### src/rtl/ps2_host_ctrl.sv
// ---------------------------------------------------------------------------
// ps2_host_ctrl
//   Avalon-MM controller for a PS/2 keyboard port. Received frames from an
//   external ps2_receive decoder are validated and queued in an RX FIFO.
//   Host-to-device commands are sent by inhibiting the clock, issuing a
//   request-to-send, shifting out data/parity/stop on the device's falling
//   clock edges and checking the device ACK. One level IRQ covers both
//   "RX data available" and "TX complete".
//
// Ports
//   clock, clock_sreset       system clock, synchronous active-high reset
//   ps2_clk_in, ps2_dat_in    asynchronous PS/2 pad inputs
//   ps2_clk_oe, ps2_dat_oe    open-drain pull-down enables (1 = drive low)
//   rx_valid, rx_frame        frame strobe and {stop,parity,data,start}
//   s_address .. s_waitrequest  Avalon-MM slave (word addresses 0..3)
//   irq                       registered level interrupt
//
// Register map
//   0x0 CTRL   b0 irq_en RW, b1 rx_nempty RO, b2 tx_busy RO, b3 tx_done W1C,
//              b4 tx_err W1C, b5 rx_ovf W1C, b6 rx_perr W1C
//   0x1 RXDATA {23'b0, valid, data[7:0]}, pops when valid
//   0x2 TXDATA write starts a transmit when idle
//   0x3 LEVEL  FIFO occupancy
// ---------------------------------------------------------------------------
module ps2_host_ctrl #(
    parameter int SYSTEM_CLOCK = 50000000,
    parameter int FIFO_DEPTH   = 16,
    parameter int INHIBIT_US   = 120,
    parameter int TIMEOUT_MS   = 15
) (
    input  logic        clock,
    input  logic        clock_sreset,
    input  logic        ps2_clk_in,
    input  logic        ps2_dat_in,
    output logic        ps2_clk_oe,
    output logic        ps2_dat_oe,
    input  logic        rx_valid,
    input  logic [10:0] rx_frame,
    input  logic [3:0]  s_address,
    input  logic [31:0] s_writedata,
    output logic [31:0] s_readdata,
    input  logic        s_read,
    input  logic        s_write,
    output logic        s_waitrequest,
    output logic        irq
);

    // 64-bit intermediates: INHIBIT_US * SYSTEM_CLOCK overflows 32 bits.
    localparam longint INHIBIT_L = longint'(INHIBIT_US) * longint'(SYSTEM_CLOCK) / 64'd1000000;
    localparam longint TIMEOUT_L = longint'(TIMEOUT_MS) * longint'(SYSTEM_CLOCK) / 64'd1000;
    localparam int     INHIBIT_CYCLES = int'(INHIBIT_L);
    localparam int     TIMEOUT_CYCLES = int'(TIMEOUT_L);
    localparam int     WD_W = $clog2(TIMEOUT_CYCLES + 1);
    localparam int     AW   = $clog2(FIFO_DEPTH);

    localparam logic [WD_W-1:0] INH_LAST = WD_W'(INHIBIT_CYCLES - 1);
    localparam logic [WD_W-1:0] TO_LAST  = WD_W'(TIMEOUT_CYCLES - 1);
    localparam logic [AW:0]     DEPTH_L  = (AW + 1)'(FIFO_DEPTH);

    typedef enum logic [2:0] {
        S_IDLE, S_INHIBIT, S_REQ, S_SHIFT, S_ACK, S_RELEASE
    } state_t;

    // ---------------- pad synchronisers ----------------
    logic r_clk_meta, r_clk_sync, r_clk_prev, r_dat_meta, r_dat_sync;
    logic w_clk_fall;

    // Reset to 1 (idle bus level) so leaving reset never fakes a falling edge.
    always_ff @(posedge clock) begin
        if (clock_sreset) begin
            r_clk_meta <= 1'b1;
            r_clk_sync <= 1'b1;
            r_clk_prev <= 1'b1;
            r_dat_meta <= 1'b1;
            r_dat_sync <= 1'b1;
        end else begin
            r_clk_meta <= ps2_clk_in;
            r_clk_sync <= r_clk_meta;
            r_clk_prev <= r_clk_sync;
            r_dat_meta <= ps2_dat_in;
            r_dat_sync <= r_dat_meta;
        end
    end

    assign w_clk_fall = r_clk_prev & ~r_clk_sync;

    // ---------------- state and flag registers ----------------
    state_t          r_state;
    logic [WD_W-1:0] r_wdog;
    logic [3:0]      r_bit_cnt;
    logic [7:0]      r_tx_byte;
    logic            r_tx_par;
    logic            r_clk_oe, r_dat_oe;
    logic            r_irq_en, r_tx_done, r_tx_err, r_rx_ovf, r_rx_perr;
    logic            r_rd_phase, r_irq;

    logic [7:0]      r_mem [FIFO_DEPTH];
    logic [AW-1:0]   r_wr_ptr, r_rd_ptr;
    logic [AW:0]     r_level;

    // ---------------- bus decode ----------------
    logic w_wr_ctrl, w_wr_tx, w_rd_first, w_empty, w_full, w_tx_busy;
    logic w_unused;

    assign w_wr_ctrl     = s_write & (s_address == 4'h0);
    assign w_wr_tx       = s_write & (s_address == 4'h2);
    assign w_rd_first    = s_read & ~r_rd_phase;
    assign s_waitrequest = w_rd_first;
    assign w_empty       = (r_level == '0);
    assign w_full        = (r_level == DEPTH_L);
    assign w_tx_busy     = (r_state != S_IDLE);
    assign w_unused      = ^s_writedata[31:8];

    // ---------------- RX path ----------------
    logic w_frame_ok, w_rx_take, w_push, w_pop, w_set_ovf, w_set_perr;

    // start=0, stop=1, odd parity over data+parity.
    assign w_frame_ok = ~rx_frame[0] & rx_frame[10] & (^rx_frame[9:1]);
    assign w_rx_take  = rx_valid & ~w_tx_busy;
    assign w_push     = w_rx_take & w_frame_ok & ~w_full;
    assign w_set_ovf  = w_rx_take & w_frame_ok & w_full;
    assign w_set_perr = w_rx_take & ~w_frame_ok;
    assign w_pop      = w_rd_first & (s_address == 4'h1) & ~w_empty;

    // NOTE: storage arrays carry no reset; validity is tracked by the
    // pointers and level, which are reset.
    always_ff @(posedge clock) begin
        if (w_push) r_mem[r_wr_ptr] <= rx_frame[8:1];
    end

    always_ff @(posedge clock) begin
        if (clock_sreset) begin
            r_wr_ptr <= '0;
            r_rd_ptr <= '0;
            r_level  <= '0;
        end else begin
            if (w_push) r_wr_ptr <= r_wr_ptr + AW'(1);
            if (w_pop)  r_rd_ptr <= r_rd_ptr + AW'(1);
            case ({w_push, w_pop})
                2'b10:   r_level <= r_level + (AW + 1)'(1);
                2'b01:   r_level <= r_level - (AW + 1)'(1);
                default: r_level <= r_level;
            endcase
        end
    end

    // ---------------- TX FSM: next-state logic ----------------
    state_t          w_state_nxt;
    logic [WD_W-1:0] w_wdog_nxt;
    logic [3:0]      w_bit_cnt_nxt;
    logic            w_clk_oe_nxt, w_dat_oe_nxt, w_load, w_set_done, w_set_err;

    // NOTE: every output gets a default before the case so no path leaves
    // a value unassigned, which would otherwise infer a latch.
    always_comb begin
        w_state_nxt   = r_state;
        w_wdog_nxt    = r_wdog + WD_W'(1);
        w_bit_cnt_nxt = r_bit_cnt;
        w_clk_oe_nxt  = r_clk_oe;
        w_dat_oe_nxt  = r_dat_oe;
        w_load        = 1'b0;
        w_set_done    = 1'b0;
        w_set_err     = 1'b0;

        case (r_state)
            S_IDLE: begin
                w_wdog_nxt   = '0;
                w_clk_oe_nxt = 1'b0;
                w_dat_oe_nxt = 1'b0;
                if (w_wr_tx) begin
                    w_load        = 1'b1;
                    w_bit_cnt_nxt = '0;
                    w_clk_oe_nxt  = 1'b1;
                    w_state_nxt   = S_INHIBIT;
                end
            end
            S_INHIBIT: begin
                // Watchdog starts at 0 on entry, so it doubles as inhibit timer.
                if (r_wdog == INH_LAST) begin
                    w_clk_oe_nxt = 1'b0;
                    w_dat_oe_nxt = 1'b1;
                    w_state_nxt  = S_REQ;
                end
            end
            S_REQ: w_state_nxt = S_SHIFT;
            S_SHIFT: begin
                if (w_clk_fall) begin
                    w_bit_cnt_nxt = r_bit_cnt + 4'd1;
                    if (r_bit_cnt < 4'd8) begin
                        w_dat_oe_nxt = ~r_tx_byte[r_bit_cnt[2:0]];
                    end else if (r_bit_cnt == 4'd8) begin
                        w_dat_oe_nxt = ~r_tx_par;
                    end else begin
                        w_dat_oe_nxt = 1'b0;  // stop bit: release the line
                        w_state_nxt  = S_ACK;
                    end
                end
            end
            S_ACK: begin
                if (w_clk_fall) begin
                    w_set_err   = r_dat_sync;  // device holds data low to ACK
                    w_state_nxt = S_RELEASE;
                end
            end
            S_RELEASE: begin
                if (r_clk_sync) begin
                    w_set_done  = 1'b1;
                    w_state_nxt = S_IDLE;
                end
            end
            default: w_state_nxt = S_IDLE;
        endcase

        // Watchdog overrides any in-progress step.
        if (r_state != S_IDLE && r_wdog == TO_LAST) begin
            w_state_nxt  = S_IDLE;
            w_clk_oe_nxt = 1'b0;
            w_dat_oe_nxt = 1'b0;
            w_set_done   = 1'b1;
            w_set_err    = 1'b1;
        end
    end

    // ---------------- TX FSM, flags, bus and irq registers ----------------
    // NOTE: clocked state uses non-blocking assignments so every register
    // samples pre-edge values; combinational blocks above use blocking ones.
    always_ff @(posedge clock) begin
        if (clock_sreset) begin
            r_state    <= S_IDLE;
            r_wdog     <= '0;
            r_bit_cnt  <= '0;
            r_tx_byte  <= '0;
            r_tx_par   <= 1'b0;
            r_clk_oe   <= 1'b0;
            r_dat_oe   <= 1'b0;
            r_irq_en   <= 1'b0;
            r_tx_done  <= 1'b0;
            r_tx_err   <= 1'b0;
            r_rx_ovf   <= 1'b0;
            r_rx_perr  <= 1'b0;
            r_rd_phase <= 1'b0;
            r_irq      <= 1'b0;
            s_readdata <= '0;
        end else begin
            r_state   <= w_state_nxt;
            r_wdog    <= w_wdog_nxt;
            r_bit_cnt <= w_bit_cnt_nxt;
            r_clk_oe  <= w_clk_oe_nxt;
            r_dat_oe  <= w_dat_oe_nxt;
            if (w_load) begin
                r_tx_byte <= s_writedata[7:0];
                r_tx_par  <= ~^s_writedata[7:0];
            end

            if (w_wr_ctrl) r_irq_en <= s_writedata[0];
            // Hardware set wins over a same-cycle write-1-to-clear.
            r_tx_done <= w_set_done | (r_tx_done & ~(w_wr_ctrl & s_writedata[3]));
            r_tx_err  <= w_set_err  | (r_tx_err  & ~(w_wr_ctrl & s_writedata[4]));
            r_rx_ovf  <= w_set_ovf  | (r_rx_ovf  & ~(w_wr_ctrl & s_writedata[5]));
            r_rx_perr <= w_set_perr | (r_rx_perr & ~(w_wr_ctrl & s_writedata[6]));

            // Each read spends one wait cycle; data is captured in that cycle.
            r_rd_phase <= w_rd_first;
            if (w_rd_first) begin
                case (s_address)
                    4'h0: s_readdata <= {25'd0, r_rx_perr, r_rx_ovf, r_tx_err, r_tx_done,
                                         w_tx_busy, ~w_empty, r_irq_en};
                    4'h1: s_readdata <= w_empty ? 32'd0 : {23'd0, 1'b1, r_mem[r_rd_ptr]};
                    4'h3: s_readdata <= 32'(r_level);
                    default: s_readdata <= 32'd0;
                endcase
            end

            r_irq <= r_irq_en & (~w_empty | r_tx_done);
        end
    end

    assign ps2_clk_oe = r_clk_oe;
    assign ps2_dat_oe = r_dat_oe;
    assign irq        = r_irq;

endmodule
### config.mk
export PLATFORM = sky130hd
export DESIGN_NAME = ps2_host_ctrl
export DESIGN_NICKNAME = d
export VERILOG_FILES = /design/src/rtl/ps2_host_ctrl.sv
export SDC_FILE = /design/constraint.sdc
export NUM_CORES = 1
export LEC_CHECK = 0
export BUFFER_PORTS_ARGS = -buffer_cell sky130_fd_sc_hd__buf_2
export CELL_PAD_IN_SITES_DETAIL_PLACEMENT = 1
export CELL_PAD_IN_SITES_GLOBAL_PLACEMENT = 1
export CORE_MARGIN = 3
export CORE_UTILIZATION = 40
export CTS_BUF_LIST = sky130_fd_sc_hd__clkbuf_8
export CTS_CLUSTER_SIZE = 25
export DETAILED_ROUTE_END_ITERATION = 7
export PLACE_DENSITY = 0.78
export SLEW_MARGIN = 20
export SYNTH_ARGS = -nofsm -noshare
export SYNTH_HDL_FRONTEND = slang
export SYNTH_SLANG_ARGS = --single-unit
### constraint.sdc
create_clock -name clock -period 3.85 [get_ports clock]
set_clock_uncertainty 0.2 [all_clocks]
set_input_delay 0.77 -clock clock [delete_from_list [all_inputs] [get_ports clock]]
set_output_delay 0.77 -clock clock [all_outputs]
set_load 0.01 [all_outputs]
# After elaboration in Yosys (flattened, before gate mapping)
# Memories as Yosys holds them, arrays and structs flattened. A register that Yosys moved wholly into a read port is not among the register bits.
# Cells that the tools add are included.
# word_totals
regBits	95
inputBits	54
mem_count	1
wordCells	145
mem_bits_rw	128
output_inout_bits	36
# classes
add_sub_neg	6
order_cmp	2
reduce_logical	17
n_mux	35
bitwise_logic	40
n_eq_ne	21
# memory_table
memory	depth	width	read_ports	rd_ports_with_merged_regs	wr	line_no	rtl
r_mem	16	8	1	1	1	97	logic [7:0] r_mem [FIFO_DEPTH];
# op_table
operator	count
9-bit case mux with 3 select lines	1
1-bit AND	22
3-bit 2-to-1 mux	7
20-bit by 1-bit adder with 20-bit output, second input constant	1
20-bit by 13-bit == test with 1-bit output, second input constant	1
20-bit == test, second input constant	1
3-bit case mux with 6 select lines	1
1-bit 2-to-1 mux	16
4-bit 2-to-1 mux	4
2-bit inequality test, second input constant	7
1-bit inverter	13
4-bit by 1-bit adder with 4-bit output, second input constant	3
5-bit case mux with 2 select lines	1
9-bit 2-to-1 mux	1
9-bit parity	1
4-bit by 2-bit == test with 1-bit output, second input constant	2
4-bit case mux with 2 select lines	1
8-bit XNOR reduction	1
7-bit AND reduction	1
3-bit by 2-bit == test with 1-bit output, second input constant	2
3-bit == test, second input constant	2
3-bit AND reduction	2
2-bit nonzero test	3
3-bit nonzero test	2
other kinds (20)	25

# Logic depth before layout (Yosys ltp)
# Gate-level depths: netlist of run 1.
# logic_depth
depth_word	7
mapped_depth	14

# Worst setup path after synthesis of run 1
# OpenSTA, ideal clock, no wires.
# synth_path
kind	input-to-reg
start	in rx_frame[2]
end	reg r_level[4]
setup_ns	0.121
arrival_time_ns	3.800
path_slack_ns	-0.271
path_stages	13
path_cell_list	xor3_2 > a2111o_1 > mux2i_4 > inv_1 > ha_1 > clkbuf_1 > xor2_1 > ha_1 > or3b_2 > a21oi_1 > o21bai_1 > a21oi_1 > mux2_2
# synth_between
elab_chain_cells	6
# synth_rtl
item	line_no	rtl
start, declared	38	input logic [10:0] rx_frame,
9-bit parity *	118	assign w_frame_ok = ~rx_frame[0] & rx_frame[10] & (^rx_frame[9:1]);
1-bit AND *	118	
1-bit AND * (2 in series)	120	assign w_push = w_rx_take & w_frame_ok & ~w_full;
2-bit by 1-bit == test with 1-bit output or 2-bit == test (tied branches)	139	case ({w_push, w_pop})
5-bit case mux with 2 select lines or 2-bit nonzero test (tied branches)	--	
end signal, assigned	140	2'b10: r_level <= r_level + (AW + 1)'(1);
end signal, assigned	141	2'b01: r_level <= r_level - (AW + 1)'(1);
end signal, assigned	142	default: r_level <= r_level;
end, declared	99	logic [AW:0] r_level;
# Every way passes the cells marked *; elsewhere a longest branch is shown, timed or not.
# A chain may end at the register's enable or synchronous reset.

# Final worst setup path of run 1
# layout_path
start	reg r_state[2]
end	reg r_level[4]
# layout_between
elab_chain_cells	7
# layout_rtl
item	line_no	rtl
start, declared	88	state_t r_state;
start signal, assigned	245	r_state <= w_state_nxt;
3-bit nonzero test *	111	assign w_tx_busy = (r_state != S_IDLE);
1-bit inverter *	119	assign w_rx_take = rx_valid & ~w_tx_busy;
1-bit AND *	119	
1-bit AND * (2 in series)	120	
2-bit by 1-bit == test with 1-bit output or 2-bit == test (tied branches)	139	
5-bit case mux with 2 select lines or 2-bit nonzero test (tied branches)	--	
# Marks and branches as above.

==> summary.md, run 1 <==
The flow ran to the end, and the final reports show no timing, DRC or antenna violations. Kind of end point of the critical path: a flop. For the via count of the first global-routing pass, the log shows 5945. Placement-stage cell area: 0.009443 mm2.

Of the total power, combinational logic draws 4.5%. For the number of max-slew violations in the final report, the log shows 0. In this run the remaining antenna-violating nets after routing total 0. The overall power came out at 4.333 mW.

After layout, the minimum clock period comes to 3.611 ns. The run gives 3 as the number of buffers on the longest clock path. The tools report the detailed-placement wirelength estimate as 15.04 mm. edfxtp_1 takes more of the synthesized area than any other cell.

The number of cells upsized or downsized after cts is 0, and the final-layout setup total negative slack is 0 ns. The routed wire length per instance is 20.61 um. The number of placed instances, taps included, is 972. Synthesis handed over a netlist of 645 instances. The logs give 40.14% for the worst max-slew margin expressed relative to the limit and 4.06 ns for the critical path required time. In this run the number of H-tree levels came out at 2. For this run the aggregate overflow at the end of global routing stands at 0.

By area the synthesized netlist is led by edfxtp_1, dfxtp_1, mux4_2. The element type at the critical path start was a flop. From left edge to right edge, the die measures 154.2 um. The total via count after detailed routing is 5598. Net switching is 22.68% of the power. The analysis attributes to net switching a power of 982.8 uW. The initial utilization of the core area, before any placement, comes to 41.27%. For this run, the number of standard cells in the final layout without fillers is 1032. The number of failing setup endpoints in the final timing report is 0.

The die covers 0.02378 mm2. The net count of the finished layout is 800. Setup repair after global routing left no endpoint under its margin. After the first detailed-routing iteration, the DRC count stood at 410. The pre-CTS setup slack is -0.1293 ns, and the number of antenna violations at the first check in global routing is 1. The clock network accounts for 41.4% of the total power.

Entering global routing, the biggest net connects 50 pins. The most used flip-flop cell after synthesis is edfxtp_1. The slack of the critical path was 0.2390 ns. Clock latency at the later pin of the worst-skew pair: 0.53 ns. The worst hold path belongs to the class in2reg. Summed over all cells, the static leakage comes to 3.538 nW.

The final clock period utilization by the worst path works out to 93.79%. Clock slew seen by the registers of the worst setup and hold paths: 0.06 ns. Compared with the post-synthesis result, the final layout area differs by 14.64%. Wires add up to 21.27 mm. In this run the biggest area consumer among cell types represents 43.75% of the synthesized area. The clock drives 204 sinks. Worst setup path category: reg2reg. 0 antenna diodes ended up in the layout. In the routed design, unresolved DRC markers number 0. TritonCTS built the clock tree.

After floorplanning, the core was divided into 53 placement rows. In this run, CTS created clock tree buffers numbering 36. The tools report the maximum resistive drop on vdd as 199.7 uV. For this design the top-level I/O count stands at 90. Dividing total power by cell area gives a power density of 430.2 mW/mm2. The run gives 3.350 mW as the internal power contribution. The core occupancy in the finished layout is 47.32%, and the worst hold slack across all endpoints is 0.2255 ns.

The synthesized design contains 204 register bits. For the pin with the worst max-slew slack, the measured transition is 0.8967 ns. The fraction of the yosys area taken by sequential cells is 61.07%. Once layout is done, the placed cells without fillers occupy 0.01007 mm2. The count of flip-flops with a built-in enable after synthesis works out to 128. For this run, the detailed router's first-pass iteration total came to 7. The total of max-cap violations was 0. A synthesized cell averages 13.62 um2. Die extent in y: 154.2 um. After synthesis, the share of flip-flops with an asynchronous set or reset is 0%.

Static timing analysis puts the maximum clock frequency at 0.2769 GHz. The logs give 0.8513 for the global placer's final weighted congestion and 65 for the distinct cell type count after synthesis. The tools report the post-synthesis instance area as 0.008786 mm2. In this run the post-CTS setup repair buffer count came out at 0.

Input and output buffers added on the ports amount to 42. The logs give 54.1% for the power share of the sequential group and 0.02129 mm2 for the core box area. Dividing the detail-routed via count by the number of cells gives 5.424. The number of failing hold endpoints at the final stage is 0, and the global-route usage over all layers is 17.77%. Of all nets on the critical path, the largest fanout is 12. The Yosys step of the flow raised 0 warnings. The critical path arrival was 3.82 ns; the fill cell instance count of the final layout was 2185. The number of hold buffers added after CTS was 0.

The first global-routing pass estimated 33.03 mm of wire. CTS root buffer: clkbuf_8. In the final layout, the share of cells above drive strength 1 is 24.31%.
==> worst max-delay path, stage by stage, from the launching register on <==
cell and delay (ns):
dfxtp_1 0.33, buf_4 0.19, nor4b_1 0.57, o2111ai_1 0.31, mux2i_4 0.23, inv_2 0.07
ha_4 0.16, xor2_1 0.15, ha_2 0.21, or3b_4 0.37, a21oi_2 0.12, o21bai_1 0.07
a21oi_1 0.17, mux2_2 0.34
==> Yosys cell counts (all sizes together), types with 3 or more instances <==
cell,instances
ha,11
nand4,11
dfxtp,76
o21ai,10
a21o,3
nor2,67
buf,31
nor2b,8
or3,4
o211ai,4
nand3,16
mux4,39
edfxtp,128
or2,7
xnor2,23
a21oi,20
and3,9
and2,4
nand2,31
nand2b,5
nor4b,4
o21ba,3
mux2i,16
inv,16
a22oi,6
nor3,14
xor2,14
mux2,3
clkbuf,17
nor4,7
or4,3
==> path summary, 6_finish.rpt <==
check | depth (start not counted) | slack (ns) | to | startpoint
worst max-delay path | 13 | 0.24 | r_level[4] | r_state[2]
worst min register to register | 1 | 0.23 | r_clk_sync | r_clk_meta
worst min-delay path | 2 | 0.23 | r_dat_meta | ps2_dat_in
worst max register to register | 13 | 0.24 | r_level[4] | r_state[2]
==> sequential cells by signal (all words and copies together), names as in the netlist, 3 cells and up, named ones only <==
name        cells
r_tx_byte       8
r_state         3
r_wr_ptr        4
r_bit_cnt       4
s_readdata      9
r_level         5
r_rd_ptr        4
r_mem         128
r_wdog         20
==> per-layer routing <==
metal / track usage [%] / part of all wire, % / up-vias
li1: - / - / 2541
met1: 22.73 / 41 / 2807
met2: 29.85 / 49 / 200
met3: 4.533 / 7.0 / 48
met4: 5.551 / 2.5 / 2
met5: 0 / 0.052 / -
==> cells by family (layout without fill, tap and decap cells) <==
kind of cell / count (synthesis) / in the layout / share of synthesized area, %
mux: 58 / 58 / 12.35
simple gates: 203 / 203 / 11.81
other cells: 1 / 23 / 0.04268
flops: 204 / 204 / 61.07
compound gates: 65 / 65 / 4.999
fa+ha+maj: 11 / 11 / 1.566
buf+inv: 64 / 154 / 3.930
xor+xnor: 39 / 39 / 4.244
==> power groups by stage <==
stage / sequential, mW / clock (mW) / combinational (mW)
floorplan: 2.39 / 0 / 0.124
global placement: 2.39 / 0 / 0.183
detailed placement: 2.39 / 0 / 0.194
CTS: 2.34 / 1.86 / 0.196
global route: 2.34 / 1.95 / 0.213
finish: 2.34 / 1.80 / 0.194
==> layout make-up <==
type,count,area [um2],area share (%)
Clock inverter,24,133.9,1.329
Inverter,16,60.06,0.5963
Timing Repair Buffer,78,493.0,4.894
Sequential cell,204,5366,53.28
Multi-Input combinational cell,399,3179,31.57
Clock buffer,36,495.5,4.919
Tap cell,275,344.1,3.416
==> placed cells by master (no fill, tap or decap), types with 5 or more instances in the layout <==
cell type,synthesis,layout
buf_4,25,35
a21oi_1,20,19
conb_1,1,23
nand4_1,11,11
dfxtp_1,76,75
nand2_1,30,30
xor2_1,14,14
clkinv_1,0,6
nand3_1,16,16
nand2b_1,5,5
mux4_2,39,39
clkbuf_8,0,36
mux2i_1,15,15
and3_1,9,9
a22oi_1,6,6
ha_1,11,9
nor2b_1,8,8
xnor2_1,23,23
inv_1,15,27
nor3_1,14,14
or2_2,7,7
buf_2,3,42
o21ai_0,10,10
nor4_1,7,7
nor2_1,67,67
edfxtp_1,128,128
Note: power is estimated with default switching activity, not from simulation.
==> run 2: changes to the inputs <==
--- a/config.mk
+++ b/config.mk
@@ -13,6 +13,7 @@
 export CTS_BUF_LIST = sky130_fd_sc_hd__clkbuf_8
 export CTS_CLUSTER_SIZE = 25
 export DETAILED_ROUTE_END_ITERATION = 7
+export MAX_ROUTING_LAYER = met4
 export PLACE_DENSITY = 0.78
 export SLEW_MARGIN = 20
 export SYNTH_ARGS = -nofsm -noshare
==> run 2 against run 1 <==
  * Flip-flop and latch count unchanged
  * Setup slack worse by 0.012 ns
  * Register-to-register slack about the same
  * Cell count about the same
  * Clock power about the same
  * First-iteration DRC count down 1.7%
  * Global-route usage up 0.54 points
  * Highest routed layer is now met4
  * Clock-buffer cell count unchanged
  * Largest power group unchanged
  * Power about the same
  * Via count about the same
  * Critical path depth unchanged
  * Sequential share of layout area about the same
==> summary.md, run 2 (synthesized netlist as in run 1, its figures left out) <==
The total wirelength of the detailed-routed design is 21.24 mm (-0.12%), and the final non-filler cell area is 0.01007 mm2 (about the same). The tools report the element type at the critical path start as a flop. The starting density of the core is 41.27% (unchanged).

The run gives 0 (unchanged) as the number of cells upsized or downsized after cts. The worst-case reg-to-reg path depth was 13 (unchanged); the detailed-placement wirelength estimate was 15.04 mm (unchanged). The core occupancy in the finished layout came out at 47.33% (about the same).

The worst register-to-register path ends at r_level[4]. For the global-route usage over all layers, the log shows 18.31% (+0.54 points). The tools report the global-route met2 utilization as 29.85% (unchanged). The maximum resistive drop on vdd is 199.1 uV (-0.34%). The final-layout setup total negative slack came out at 0 ns (unchanged).

The count of routing violations after the opening detailed-route iteration was 403 (-1.7%); the delay contributed by the slowest stage of the critical path was 0.59 ns (+0.02 ns). The number of antenna violations at the first check in global routing was 1 (unchanged). Clock sink count: 204 (unchanged).

The tools report the met1 capacity usage during global routing as 22.95% (+0.22 points). The standby leakage power is 3.538 nW (about the same). Via count of the first global-routing pass: 5935 (-0.17%).

The logs give 0.8648 (+1.6%) for the global placer's final weighted congestion and 0 (unchanged) for the total congestion overflow after global routing. The post-layout net count was 800 (unchanged); the fill cell instance count of the final layout was 2185 (unchanged). The transition at the pin with the smallest max-transition slack is 0.8750 ns (-0.02163 ns). The largest registers in the layout are r_mem (128), r_wdog (20), s_readdata (9). The worst max-slew margin expressed relative to the limit came out at 41.58% (+1.4 points).

The clock slew seen by the registers of the worst setup and hold paths is 0.06 ns (about the same). For the highest achievable clock rate, the log shows 0.2760 GHz (-0.32%). The worst setup path category was reg2reg.

The power per unit of standard cell area was 430.4 mW/mm2 (about the same). The flow ran to the end, and the final reports show no timing, DRC or antenna violations. For the critical path arrival, the log shows 3.84 ns (+0.02 ns). The count of port buffers added during placement was 42 (unchanged). The number of setup buffers added after CTS is 0 (unchanged). The cell sitting at the root of the clock tree is a clkbuf_8. Clock latency at the later pin of the worst-skew pair: 0.54 ns (about the same). The die extent in y was 154.2 um (unchanged); the placement-stage cell area was 0.009443 mm2 (unchanged). The logs give 3.350 mW (about the same) for the internal power contribution and 0 (unchanged) for the number of failing setup endpoints in the final timing report. The final clock period utilization by the worst path came out at 94.10% (+0.31 points). The via density per instance is 5.416 (-0.15%). The run gives 41.5% (about the same) as the clock network fraction of design power. For the core box area, the log shows 0.02129 mm2 (unchanged). Antenna violation net count after detailed routing: 0 (unchanged). In this run the critical register-to-register path is launched from r_state[2]. The die span in x came out at 154.2 um (unchanged). Pin count of the biggest net entering global routing: 50 (unchanged). Part of the power in combinational logic: 4.5% (about the same). The logs give 0.2257 ns (+0.0002460 ns) for the worst hold slack across all endpoints and 0.02378 mm2 (unchanged) for the area enclosed by the die boundary. The register with the most flip-flops in the final layout is r_mem. The layout cell share with drive strength beyond 1 is 24.31% (unchanged), and the total of max-cap violations is 0 (unchanged). The power share of the sequential group is 54.1% (about the same), and the met3 usage is 4.253% (-0.28 points). Kind of end point of the critical path: a flop. The CTS buffer count is 36 (unchanged), and the remaining design rule violation count is 0 (unchanged). The biggest fanout along the worst timing path is 12 (unchanged).

Path type of the worst min-delay path: reg2reg. The total net switching power came out at 985.6 uW (+0.29%). The routed wire length per instance came out at 20.57 um (-0.22%).

The signal on the critical path passes through buf_4 > nor4b_1 > o2111ai_1 > mux2i_4 > inv_2 > ha_4 > xor2_1 > ha_2 > or3b_4 > a21oi_2 > o21bai_1 > a21oi_1 > mux2_2. The slack of the worst reg-to-reg path was 0.23 ns (about the same); the area growth from synthesis to final layout was 14.67% (about the same). Leaving out fill and tap cells, the most frequent cell in the layout is edfxtp_1. The number of buffers on the longest clock path was 3 (unchanged).

The H-tree depth reported by CTS came out at 2 (unchanged). The instance count along the most critical hold path is 1 (-1), and the switching share of power is 22.73% (+0.050 points). The run gives 33.07 mm (+0.12%) as the global-route wire length before repair.

The total via count after detailed routing came out at 5595 (-0.054%). The number of placement rows was 53 (unchanged); the post-cts hold buffer count was 0 (unchanged). For the number of top-level pins, the log shows 90 (unchanged). The top cell types in the final layout, fill and taps aside, are edfxtp_1, dfxtp_1, nor2_1. TritonCTS built the clock tree. The cell with the largest stage delay on the worst path was nor4b_1. The tools report the number of max-slew violations in the final report as 0 (unchanged).

The layer flagged by global routing as most heavily used is met2. The flip-flop count of the largest register after layout is 128 (unchanged). First-pass detailed-route iteration total: 5 (-2).

In this run the most critical hold path is launched from r_clk_meta. The path with the worst hold slack has its endpoint at r_clk_sync. The final period demand of the worst path was 3.623 ns (+0.01175 ns); the number of failing hold endpoints at the final stage was 0 (unchanged). Setup repair after global routing left no endpoint under its margin. The critical path required time is 4.06 ns (about the same).
## run 2: power by group through the flow
stage / clock [mW] / combinational (mW) / sequential, mW
after floorplan: 0 / 0.124 / 2.39
after global placement: 0 / 0.183 / 2.39
after detailed placement: 0 / 0.194 / 2.39
after CTS: 1.86 / 0.196 / 2.34
after global routing: 1.95 / 0.213 / 2.34
final: 1.80 / 0.194 / 2.34
## run 2: how the worst max path moves through the flow
| stage | cells past startpoint | to | from | slack, ns |
|---|---|---|---|---|
| after detailed placement | 13 | r_level[4] | rx_valid | -0.13 |
| after global routing | 13 | r_level[4] | r_state[2] | 0.003 |
| after CTS | 13 | r_level[4] | r_state[2] | 0.18 |
| after floorplan | 13 | r_level[4] | rx_valid | -0.06 |
| after global placement | 13 | r_level[4] | rx_valid | -0.003 |
| final | 13 | r_level[4] | r_state[2] | 0.23 |
## run 2: routing by layer
| metal | part of all wire, % | up-vias |
|---|---|---|
| li1 | - | 2546 |
| met1 | 42 | 2828 |
| met2 | 49 | 176 |
| met3 | 6.7 | 45 |
| met4 | 2.3 | 0 |
| met5 | 0 | - |
## run 2: through the flow
stage	cells	power, mW	setup slack, ns
floorplan	667	2.510	-0.05813
global placement	972	2.570	-0.003487
detailed placement	972	2.583	-0.1293
CTS	1032	4.396	0.1849
global route	1033	4.511	0.002803
finish	1033	4.336	0.2273
## run 2: critical path, delay by kind of cell (launching register included)
family          cells  cell delay [ns]
xor+xnor            1             0.15
flops               1             0.33
mux                 2             0.57
fa+ha+maj           2             0.37
buf+inv             2             0.25
simple gates        2             0.96
compound gates      4             0.67
## run 2: area by class of cell
cell class              instances  area [um2]  area share, %
flip-flops and latches        204        5366          53.27
multi-input cells             399        3179          31.56
clock buffers                  36       495.5          4.918
repair buffers                 78       493.0          4.893
well taps                     275       344.1          3.415
clock inverters                24       133.9          1.329
inverters                      16       60.06         0.5961
diodes                          1       2.502        0.02484
==> run 3: changes to the inputs <==
--- a/config.mk
+++ b/config.mk
@@ -5,7 +5,7 @@
 export SDC_FILE = /design/constraint.sdc
 export NUM_CORES = 1
 export LEC_CHECK = 0
-export BUFFER_PORTS_ARGS = -buffer_cell sky130_fd_sc_hd__buf_2
+export BUFFER_PORTS_ARGS = -buffer_cell sky130_fd_sc_hd__clkbuf_2
 export CELL_PAD_IN_SITES_DETAIL_PLACEMENT = 1
 export CELL_PAD_IN_SITES_GLOBAL_PLACEMENT = 1
 export CORE_MARGIN = 3
==> run 3 against run 2 <==
  * Power decreased by 0.66%
  * Clock-buffer cell count is 1 higher
  * Sequential power is essentially flat
  * Cell area increased by 0.20%
  * Sequential share of layout area fell by 0.11 points
  * Critical path type unchanged
  * Largest cell class unchanged
  * Largest power group unchanged
  * Highest routed layer unchanged
==> summary.md, run 3 (synthesized netlist as in run 1, its figures left out) <==
Area occupied by multi-input gates: 0.003179 mm2 (unchanged). The via count of the first global-routing pass is 6140 (+3.5%), and the global placer's final weighted congestion is 0.8425 (-2.6%). The worst hold path terminates at r_dat_sync. The routed wire length per instance came out at 20.53 um (-0.17%).

The register ranked first by flip-flop count is r_mem. The power per unit of standard cell area is 426.7 mW/mm2 (-0.86%). Number of cells upsized or downsized after cts: 0 (unchanged). The clock latency at the later pin of the worst-skew pair came out at 0.53 ns (about the same). The logs give 0 (-1) for the number of antenna repair diodes and 2 (unchanged) for the H-tree depth reported by CTS. The die span in x was 154.2 um (unchanged). For the standby leakage power, the log shows 3.559 nW (+0.58%). The logs give 0 (unchanged) for the antenna violation net count after detailed routing and 204 (unchanged) for the clock sink count. The run gives 0 (-1) as the number of antenna violations at the first check in global routing.

Setup repair after global routing left no endpoint under its margin. The final-layout setup total negative slack was 0 ns (unchanged). The total of max-cap violations was 0 (unchanged); the pin count of the biggest net entering global routing was 30 (-40%).

The count of non-filler cells in the finished layout is 1037 (+0.39%), and the number of max-slew violations in the final report is 0 (unchanged). The count of port buffers added during placement came out at 42 (unchanged). The path type of the worst min-delay path was reg2reg. The maximum resistive drop on vdd was 179.6 uV (-9.8%). The via density per instance was 5.369 (-0.87%). For the post-cts hold buffer count, the log shows 0 (unchanged). STA classifies the critical path startpoint as a flop. The worst setup path is captured at a flop. The die extent in y was 154.2 um (unchanged). The biggest fanout along the worst timing path is 12 (unchanged). For the total via count after detailed routing, the log shows 5568 (-0.48%).

The total congestion overflow after global routing was 0 (unchanged); the detailed-placement wirelength estimate was 15.17 mm (+0.89%). The transition at the pin with the smallest max-transition slack was 0.7276 ns (-0.1475 ns); the final clock period utilization by the worst path was 90.85% (-3.3 points). The total wirelength of the detailed-routed design came out at 21.29 mm (+0.22%). The top cell types in the final layout, fill and taps aside, are edfxtp_1, dfxtp_1, nor2_1.

The core occupancy in the finished layout was 47.42% (+0.094 points). For the number of setup buffers added after CTS, the log shows 0 (unchanged). The tree is rooted in a clkbuf_8.

The CTS buffer count is 34 (-5.6%), and the flip-flop count of the largest register after layout is 128 (unchanged). The tools report the slack of the worst reg-to-reg path as 0.35 ns (+0.13 ns). Relative to the synthesized area, the layout overhead comes to 14.90%. The number of failing setup endpoints in the final timing report is 0 (unchanged).

The post-layout net count is 801 (+0.13%), and the worst-case reg-to-reg path depth is 13 (unchanged). The worst hold path begins at r_dat_meta. The run gives 3.69 ns (-0.15 ns) as the critical path arrival. The final period demand of the worst path is 3.498 ns (-0.1252 ns), and the clock slew seen by the registers of the worst setup and hold paths is 0.06 ns (about the same). The reg-to-reg endpoint is r_level[4]. The number of placed instances with taps included was 975 (+0.31%); the number of buffers on the longest clock path was 3 (unchanged).

The tools report the placement-stage cell area as 0.009465 mm2 (+0.24%). TritonCTS built the clock tree. The run gives 0.005366 mm2 (unchanged) as the flip-flop and latch area. The library cell used most frequently in the layout, excluding fill and tap cells, is edfxtp_1. For the count of routing violations after the opening detailed-route iteration, the log shows 373 (-7.4%). The tools report the global-route usage over all layers as 18.49% (+0.18 points).

The layout cell share with drive strength beyond 1 was 24.80% (+0.50 points); the starting density of the core was 41.27% (unchanged). The run finished with clean final reports. Number of failing hold endpoints at the final stage: 0 (unchanged). The tools report the global-route wire length before repair as 33.66 mm (+1.8%). The run gives 4.04 ns (-0.02 ns) as the critical path required time. The worst hold slack across all endpoints is 0.2217 ns (-0.004024 ns), and the area enclosed by the die boundary is 0.02378 mm2 (unchanged).

The number of top-level pins was 90 (unchanged); the worst max-slew margin expressed relative to the limit was 51.43% (+9.8 points). Final non-filler cell area: 0.01009 mm2 (+0.20%). The startpoint identified for the worst register-to-register timing path is r_state[2]. The largest registers in the layout are r_mem (128), r_wdog (20), s_readdata (9). The logs give 53 (unchanged) for the number of placement rows and 0.2859 GHz (+3.6%) for the highest achievable clock rate. The fill cell instance count of the final layout came out at 2199 (+0.64%).

The remaining design rule violation count was 0 (unchanged); the first-pass detailed-route iteration total was 4 (-1). The worst setup path category was reg2reg. Instance count along the most critical hold path: 1 (unchanged). The core box area came out at 0.02129 mm2 (unchanged).
==> run 3: critical path, stage by stage, from the launching register on <==
cell	delay (ns)
dfxtp_1	0.32
buf_4	0.18
nor4b_1	0.50
o2111ai_1	0.28
mux2i_4	0.23
inv_2	0.07
ha_4	0.16
xor2_1	0.14
ha_2	0.19
or3b_4	0.37
a21oi_2	0.13
o21bai_1	0.08
a21oi_1	0.15
mux2_2	0.34
==> run 3: through the flow <==
| step | setup WS (ns) | total power, mW |
|---|---|---|
| final | 0.3524 | 4.307 |
| after global routing | 0.1374 | 4.465 |
| after CTS | 0.3411 | 4.358 |
| after detailed placement | -0.02905 | 2.587 |
| after global placement | -0.0006970 | 2.572 |
| after floorplan | -0.05813 | 2.510 |
==> run 3: routing by layer <==
layer,wire (um),global-route usage [%]
met1,9211,23.20
met2,10480,30.10
met3,1170,4.449
met4,427,5.425
met5,0,-
==> run 3: power breakdown <==
part           total, mW  switching (mW)  internal (mW)  leakage [nW]
registers           2.34         0.00980           2.33          1.77
logic              0.199           0.122         0.0776          1.42
clock network       1.77           0.866          0.899         0.376
==> run 3: worst max path at each step <==
stage / from / end / slack (ns) / depth (start not counted)
6_report: r_state[2] / r_level[4] / 0.35 / 13
4_1_cts: r_state[2] / r_level[4] / 0.34 / 13
3_3_place_gp: rx_valid / r_level[4] / -0.0007 / 13
2_1_floorplan: rx_valid / r_level[4] / -0.06 / 13
5_1_grt: r_state[2] / r_level[4] / 0.14 / 13
3_5_place_dp: rx_valid / r_level[4] / -0.03 / 13
==> run 3: layout make-up <==
| type | instances | area share, % |
|---|---|---|
| multi-input cells | 399 | 31.49 |
| clock buffers | 37 | 5.045 |
| well taps | 275 | 3.409 |
| clock inverters | 25 | 1.190 |
| repair buffers | 81 | 5.107 |
| inverters | 16 | 0.5949 |
| flip-flops and latches | 204 | 53.16 |
